===== config.mk =====
export PLATFORM = sky130hd
export DESIGN_NAME = multicycle_controller
export DESIGN_NICKNAME = d
export VERILOG_FILES = /design/src/rtl/multicycle_controller.sv
export SDC_FILE = /design/constraint.sdc
export NUM_CORES = 1
export LEC_CHECK = 0
export BUFFER_PORTS_ARGS = -buffer_cell sky130_fd_sc_hd__buf_2
export CORE_MARGIN = 4
export CORE_UTILIZATION = 43
export DETAILED_ROUTE_END_ITERATION = 12
export GPL_ROUTABILITY_DRIVEN = 1
export PLACE_DENSITY = 0.77
export SYNTH_ARGS = -nofsm -noshare
export SYNTH_HDL_FRONTEND = slang
export SYNTH_SLANG_ARGS = --single-unit

===== constraint.sdc =====
create_clock -name clk -period 1.8 [get_ports clk]
set_input_delay 0.27 -clock clk [delete_from_list [all_inputs] [get_ports clk]]
set_output_delay 0.27 -clock clk [all_outputs]
set_load 0.05 [all_outputs]

===== src/rtl/multicycle_controller.sv =====
// RV32I multicycle control unit: Moore FSM plus combinational ALU and immediate decoders.
// Latency: 2 to 5 cycles per instruction; decoder outputs and the branch PC write are same-cycle combinational.
// Backpressure: none; the FSM advances every cycle and reset returns it to FETCH asynchronously.
module multicycle_controller (
  input  logic       clk,
  input  logic       rst_n,
  input  logic [6:0] op,
  input  logic [2:0] funct3,
  input  logic       funct7b5,
  input  logic       zero,
  output logic       pc_write,
  output logic       adr_src,
  output logic       mem_write,
  output logic       ir_write,
  output logic       reg_write,
  output logic [1:0] result_src,
  output logic [1:0] alu_src_a,
  output logic [1:0] alu_src_b,
  output logic [1:0] imm_src,
  output logic [2:0] alu_control
);

  // FSM state encoding
  localparam logic [3:0] S_FETCH    = 4'd0;
  localparam logic [3:0] S_DECODE   = 4'd1;
  localparam logic [3:0] S_MEMADR   = 4'd2;
  localparam logic [3:0] S_MEMREAD  = 4'd3;
  localparam logic [3:0] S_MEMWB    = 4'd4;
  localparam logic [3:0] S_MEMWRITE = 4'd5;
  localparam logic [3:0] S_EXECUTER = 4'd6;
  localparam logic [3:0] S_EXECUTEI = 4'd7;
  localparam logic [3:0] S_ALUWB    = 4'd8;
  localparam logic [3:0] S_BEQ      = 4'd9;
  localparam logic [3:0] S_JAL      = 4'd10;

  // Opcodes recognised by the decoder
  localparam logic [6:0] OP_LW   = 7'b0000011;
  localparam logic [6:0] OP_SW   = 7'b0100011;
  localparam logic [6:0] OP_R    = 7'b0110011;
  localparam logic [6:0] OP_I    = 7'b0010011;
  localparam logic [6:0] OP_BEQ  = 7'b1100011;
  localparam logic [6:0] OP_JAL  = 7'b1101111;

  // Datapath select encodings
  localparam logic [1:0] RES_ALUOUT = 2'b00;
  localparam logic [1:0] RES_DATA   = 2'b01;
  localparam logic [1:0] RES_ALURES = 2'b10;
  localparam logic [1:0] SRCA_PC    = 2'b00;
  localparam logic [1:0] SRCA_OLDPC = 2'b01;
  localparam logic [1:0] SRCA_RS1   = 2'b10;
  localparam logic [1:0] SRCB_RS2   = 2'b00;
  localparam logic [1:0] SRCB_IMM   = 2'b01;
  localparam logic [1:0] SRCB_FOUR  = 2'b10;

  // ALU operation classes from the FSM to the ALU decoder
  localparam logic [1:0] ALUOP_ADD  = 2'b00;
  localparam logic [1:0] ALUOP_SUB  = 2'b01;
  localparam logic [1:0] ALUOP_FUNC = 2'b10;

  // ALU control codes
  localparam logic [2:0] ALU_ADD = 3'b000;
  localparam logic [2:0] ALU_SUB = 3'b001;
  localparam logic [2:0] ALU_AND = 3'b010;
  localparam logic [2:0] ALU_OR  = 3'b011;
  localparam logic [2:0] ALU_SLT = 3'b101;

  logic [3:0] state_q;
  logic [3:0] state_d;
  logic [1:0] alu_op;
  logic       branch;
  logic       pc_update;

  // State register; reset lands in FETCH without waiting for a clock edge
  always_ff @(posedge clk or negedge rst_n) begin
    if (!rst_n) begin
      state_q <= S_FETCH;
    end else begin
      state_q <= state_d;
    end
  end

  // Next-state logic; DECODE and MEMADR branch on the opcode, everything else is fixed
  always_comb begin
    state_d = S_FETCH;
    case (state_q)
      S_FETCH:    state_d = S_DECODE;
      S_DECODE: begin
        case (op)
          OP_LW, OP_SW: state_d = S_MEMADR;
          OP_R:         state_d = S_EXECUTER;
          OP_I:         state_d = S_EXECUTEI;
          OP_BEQ:       state_d = S_BEQ;
          OP_JAL:       state_d = S_JAL;
          default:      state_d = S_FETCH;   // unsupported: drop without side effects
        endcase
      end
      S_MEMADR:   state_d = (op == OP_LW) ? S_MEMREAD : S_MEMWRITE;
      S_MEMREAD:  state_d = S_MEMWB;
      S_MEMWB:    state_d = S_FETCH;
      S_MEMWRITE: state_d = S_FETCH;
      S_EXECUTER: state_d = S_ALUWB;
      S_EXECUTEI: state_d = S_ALUWB;
      S_ALUWB:    state_d = S_FETCH;
      S_BEQ:      state_d = S_FETCH;
      S_JAL:      state_d = S_ALUWB;         // JAL then writes PC+4 to rd
      default:    state_d = S_FETCH;
    endcase
  end

  // Moore outputs per state; anything not set for a state stays 0
  always_comb begin
    adr_src    = 1'b0;
    mem_write  = 1'b0;
    ir_write   = 1'b0;
    reg_write  = 1'b0;
    result_src = RES_ALUOUT;
    alu_src_a  = SRCA_PC;
    alu_src_b  = SRCB_RS2;
    alu_op     = ALUOP_ADD;
    branch     = 1'b0;
    pc_update  = 1'b0;
    case (state_q)
      S_FETCH: begin
        ir_write   = 1'b1;
        alu_src_a  = SRCA_PC;
        alu_src_b  = SRCB_FOUR;
        result_src = RES_ALURES;
        pc_update  = 1'b1;
      end
      S_DECODE: begin
        // Precompute the branch target into ALUOut
        alu_src_a = SRCA_OLDPC;
        alu_src_b = SRCB_IMM;
      end
      S_MEMADR: begin
        alu_src_a = SRCA_RS1;
        alu_src_b = SRCB_IMM;
      end
      S_MEMREAD: begin
        result_src = RES_ALUOUT;
        adr_src    = 1'b1;
      end
      S_MEMWB: begin
        result_src = RES_DATA;
        reg_write  = 1'b1;
      end
      S_MEMWRITE: begin
        result_src = RES_ALUOUT;
        adr_src    = 1'b1;
        mem_write  = 1'b1;
      end
      S_EXECUTER: begin
        alu_src_a = SRCA_RS1;
        alu_src_b = SRCB_RS2;
        alu_op    = ALUOP_FUNC;
      end
      S_EXECUTEI: begin
        alu_src_a = SRCA_RS1;
        alu_src_b = SRCB_IMM;
        alu_op    = ALUOP_FUNC;
      end
      S_ALUWB: begin
        result_src = RES_ALUOUT;
        reg_write  = 1'b1;
      end
      S_BEQ: begin
        alu_src_a  = SRCA_RS1;
        alu_src_b  = SRCB_RS2;
        alu_op     = ALUOP_SUB;
        result_src = RES_ALUOUT;
        branch     = 1'b1;
      end
      S_JAL: begin
        alu_src_a  = SRCA_OLDPC;
        alu_src_b  = SRCB_FOUR;
        result_src = RES_ALUOUT;
        pc_update  = 1'b1;
      end
      default: begin
        adr_src = 1'b0;
      end
    endcase
  end

  // PC load: zero feeds straight through so a late-settling compare still takes the branch this cycle
  always_comb begin
    pc_write = pc_update | (branch & zero);
  end

  // ALU decoder; sub for funct3 000 only on R-type (op[5]) with funct7b5, so addi never subtracts
  always_comb begin
    alu_control = ALU_ADD;
    case (alu_op)
      ALUOP_ADD: alu_control = ALU_ADD;
      ALUOP_SUB: alu_control = ALU_SUB;
      ALUOP_FUNC: begin
        case (funct3)
          3'b000:  alu_control = (op[5] & funct7b5) ? ALU_SUB : ALU_ADD;
          3'b010:  alu_control = ALU_SLT;
          3'b110:  alu_control = ALU_OR;
          3'b111:  alu_control = ALU_AND;
          default: alu_control = ALU_ADD;
        endcase
      end
      default: alu_control = ALU_ADD;
    endcase
  end

  // Immediate format select, from the opcode alone
  always_comb begin
    imm_src = 2'b00;
    case (op)
      OP_SW:   imm_src = 2'b01;
      OP_BEQ:  imm_src = 2'b10;
      OP_JAL:  imm_src = 2'b11;
      default: imm_src = 2'b00;
    endcase
  end

endmodule


==> reports/metrics.yaml <==
detailed_routing:
  vias_per_cell: 6.52
  drt_iter0_markers: 33
  drc: 0
  drtAntennaViolNets: 0
  wirelength_mm: 2.73
  avgRoutedWirePerCell_um: 20.7
  dr_total_vias: 860
  firstDrtPassIters: 4
grt:
  grt_max_degree: 14
  grt_remaining_overflow: 0
  antenna_found_initial: 0
  grt_pass1_vias: 779
  grt_pass1_wl_mm: 3.69
  grtUsageTotal_pct: 26.0
worst_setup_path:
  end_kind: "output pin"
  r2r_start: "state_q[1]"
  critical_path_buf_inv_count: 1
  critPathRequiredTime_ns: 1.53
  cpMaxStageDelayCell: "dfrtp_1"
  cp.arrival_ns: 1.74
  start_kind: "flip-flop"
  crit_start: "state_q[1]"
  path_cells: "and2b_4 -> nand2_4 -> ha_4 -> nor4bb_4 -> buf_6"
  critical_path_class: "reg -> out"
  crit_family: "simple AND/OR/NAND/NOR gates"
  critPathMaxFanout: 3
  cp_slowest_stage_delay_ns: 0.40
synth:
  ys_ff_latch: 4
  yosysTopAreaCell: "dfrtp_1"
  synthDistinctLibCells: 35
  synth_area_sq_um: 558
  netlist_instances: 74
  synth_edf_count: 0
  yosys_most_used_dff: "dfrtp_1"
  netlist_top_cells_count: "7 x nor2_1, 6 x inv_1, 5 x a21oi_1, 5 x nor3_1"
  yosys-top-cells-area: "dfrtp_1 18%, nor2_1 4.7%, xnor2_1 4.7%, a21oi_1 4.5%, ha_1 4.5%"
  seq_area_frac_synth_pct: 17.9
  yosysTopAreaCellShare_pct: 17.9
  post-synth-top-count-cell: "nor2_1"
  avgSynthCellArea_sq_um: 7.54
  ys_warn_count: 0
  syn-num-nets: 90
  async_flop_share_pct: 100
floorplanning:
  fp-row-count: 12
  die_x_um: 44.0
  core_sq_mm: 0.00117
  die_h_um: 44.0
  dieArea_sq_mm: 0.00194
  start_util_pct: 47.6
  pin_count: 30
sta:
  hold_viol: 0
  holdWs_ns: 0.393
  max_freq_ghz: 0.497
  finalCritPeriodShare_pct: 112
  setup_tns_ns: -0.733
  max_slew_margin_pct: 72.6
  worst_slack_ns: -0.212
  fin_crit_ns: 2.01
  rsz0062_at_grt: "yes"
  tightest_slew_ns: 0.405
  final_max_slew_viol_count: 0
  skew_ns: 0.00693
  setup_violations: 5
clock_tree:
  cts.sinks: 4
  cts_buffer_depth: 2
  root_buffer: "clkbuf_4"
  clk_pin_slew_ns: 0.04
  cts_tree: "built"
  clkLatencyLatePin_ns: 0.24
  numCtsBuffers: 3
  htree_levels: 1
layout:
  largest_register: "state_q"
  drive_above_1_share_pct: 70.3
  final-instance-count-excl-fill: 132
  fin_nets: 136
  diodes: 0
  largest_reg_flops: 4
  area_growth_syn_to_layout_pct: 97.1
  top_regs: "state_q: 4 flops"
worst_hold_path:
  hold_path_startpoint: "op[6]"
  min_path_type: "in -> reg"
placed_design:
  dp_hpwl_mm: 1.38
  place_inst: 124
  port_buffers: 29
  place_congestion: 0.906
  dp_slack_ns: -0.0837
power:
  power.density_mw_per_mm2: 967
  ir_drop_mv: 0.765
  leakage_nw: 0.510
  totalPowerFinal_mw: 1.06
job:
  drv_cap: 0
status:
  status: "finished, violations left"
  violations: "setup timing"
==> metal layers <==
metal	GRT usage (%)	up-vias	part of all wire, %	routed length (um)
li1	-	360	-	-
met1	29.7	387	34	936
met2	45.9	89	47	1300
met3	4.07	24	12	328
met4	13.9	0	6.1	167
met5	0	-	0	0
==> logic make-up after synthesis <==
| kind of cell | after synthesis | synth area share [%] |
|---|---|---|
| fa+ha+maj | 2 | 4.48 |
| buf+inv | 10 | 7.62 |
| xor+xnor | 4 | 6.28 |
| mux | 1 | 1.79 |
| flops | 4 | 17.9 |
| simple gates | 40 | 46.9 |
| compound gates | 13 | 15.0 |
==> stage by stage <==
| step | utilization (%) | cell area (sq um) |
|---|---|---|
| 2_1_floorplan | - | 631 |
| 3_3_place_gp | 72.9 | 853 |
| 3_5_place_dp | 72.9 | 853 |
| 4_1_cts | 86.0 | 1010 |
| 5_1_grt | 93.9 | 1100 |
| 6_report | 93.9 | 1100 |
==> cells in the final DEF (no fill, tap or decap), types with 2 or more instances in the layout <==
| cell type | netlist | layout |
|---|---|---|
| a21oi_1 | 5 | 3 |
| buf_2 | 4 | 18 |
| dfrtp_1 | 4 | 3 |
| nand2_1 | 4 | 3 |
| nand4_1 | 2 | 2 |
| nor2_1 | 7 | 5 |
| xnor2_1 | 3 | 2 |
| nor2b_4 | 0 | 2 |
| buf_6 | 0 | 9 |
| buf_4 | 0 | 14 |
| inv_1 | 6 | 3 |
| ha_4 | 0 | 2 |
| inv_2 | 0 | 2 |
| and4b_2 | 1 | 2 |
| and3b_2 | 2 | 2 |
| clkbuf_4 | 0 | 5 |
| nor3_2 | 0 | 5 |
==> timing repair <==
action                                 4_1_cts  5_1_grt
gates resized for setup                     27       25
endpoints found under the hold margin        4        0
buffers inserted                             3        1
hold buffers                                 1        0
pin swaps                                    3        1
setup endpoints to repair                    4       11
==> worst paths after layout <==
kind,cells after the start,endpoint,slack (ns)
worst min register to register,3,state_q[1],0.68
worst max-delay path,5,alu_control[2],-0.21
worst min-delay path,3,state_q[3],0.39
worst max register to register,6,state_q[1],0.25
min in group asynchronous,2,state_q[2],0.42
max in group asynchronous,2,state_q[2],1.24
==> worst min-delay path: stages <==
cell     delay (ns)
buf_2          0.13
nand4_1        0.08
nand3_1        0.09
==> report_power, final <==
part / leakage, nW / total (mW) / internal (mW) / switching [mW]
clock: 0.0138 / 0.119 / 0.0751 / 0.0439
combinational: 0.444 / 0.827 / 0.289 / 0.537
sequential: 0.0520 / 0.118 / 0.104 / 0.0143
total: 0.510 / 1.06 / 0.468 / 0.596
==> final cells by class <==
type,count,area [sq um]
Inverter,6,25.0
Clock buffer,3,22.5
Fill cell,39,71.3
Multi-Input combinational cell,60,592
Tap cell,14,17.5
Timing Repair Buffer,45,342
Sequential cell,4,101
(Power assumes the default switching activity.)
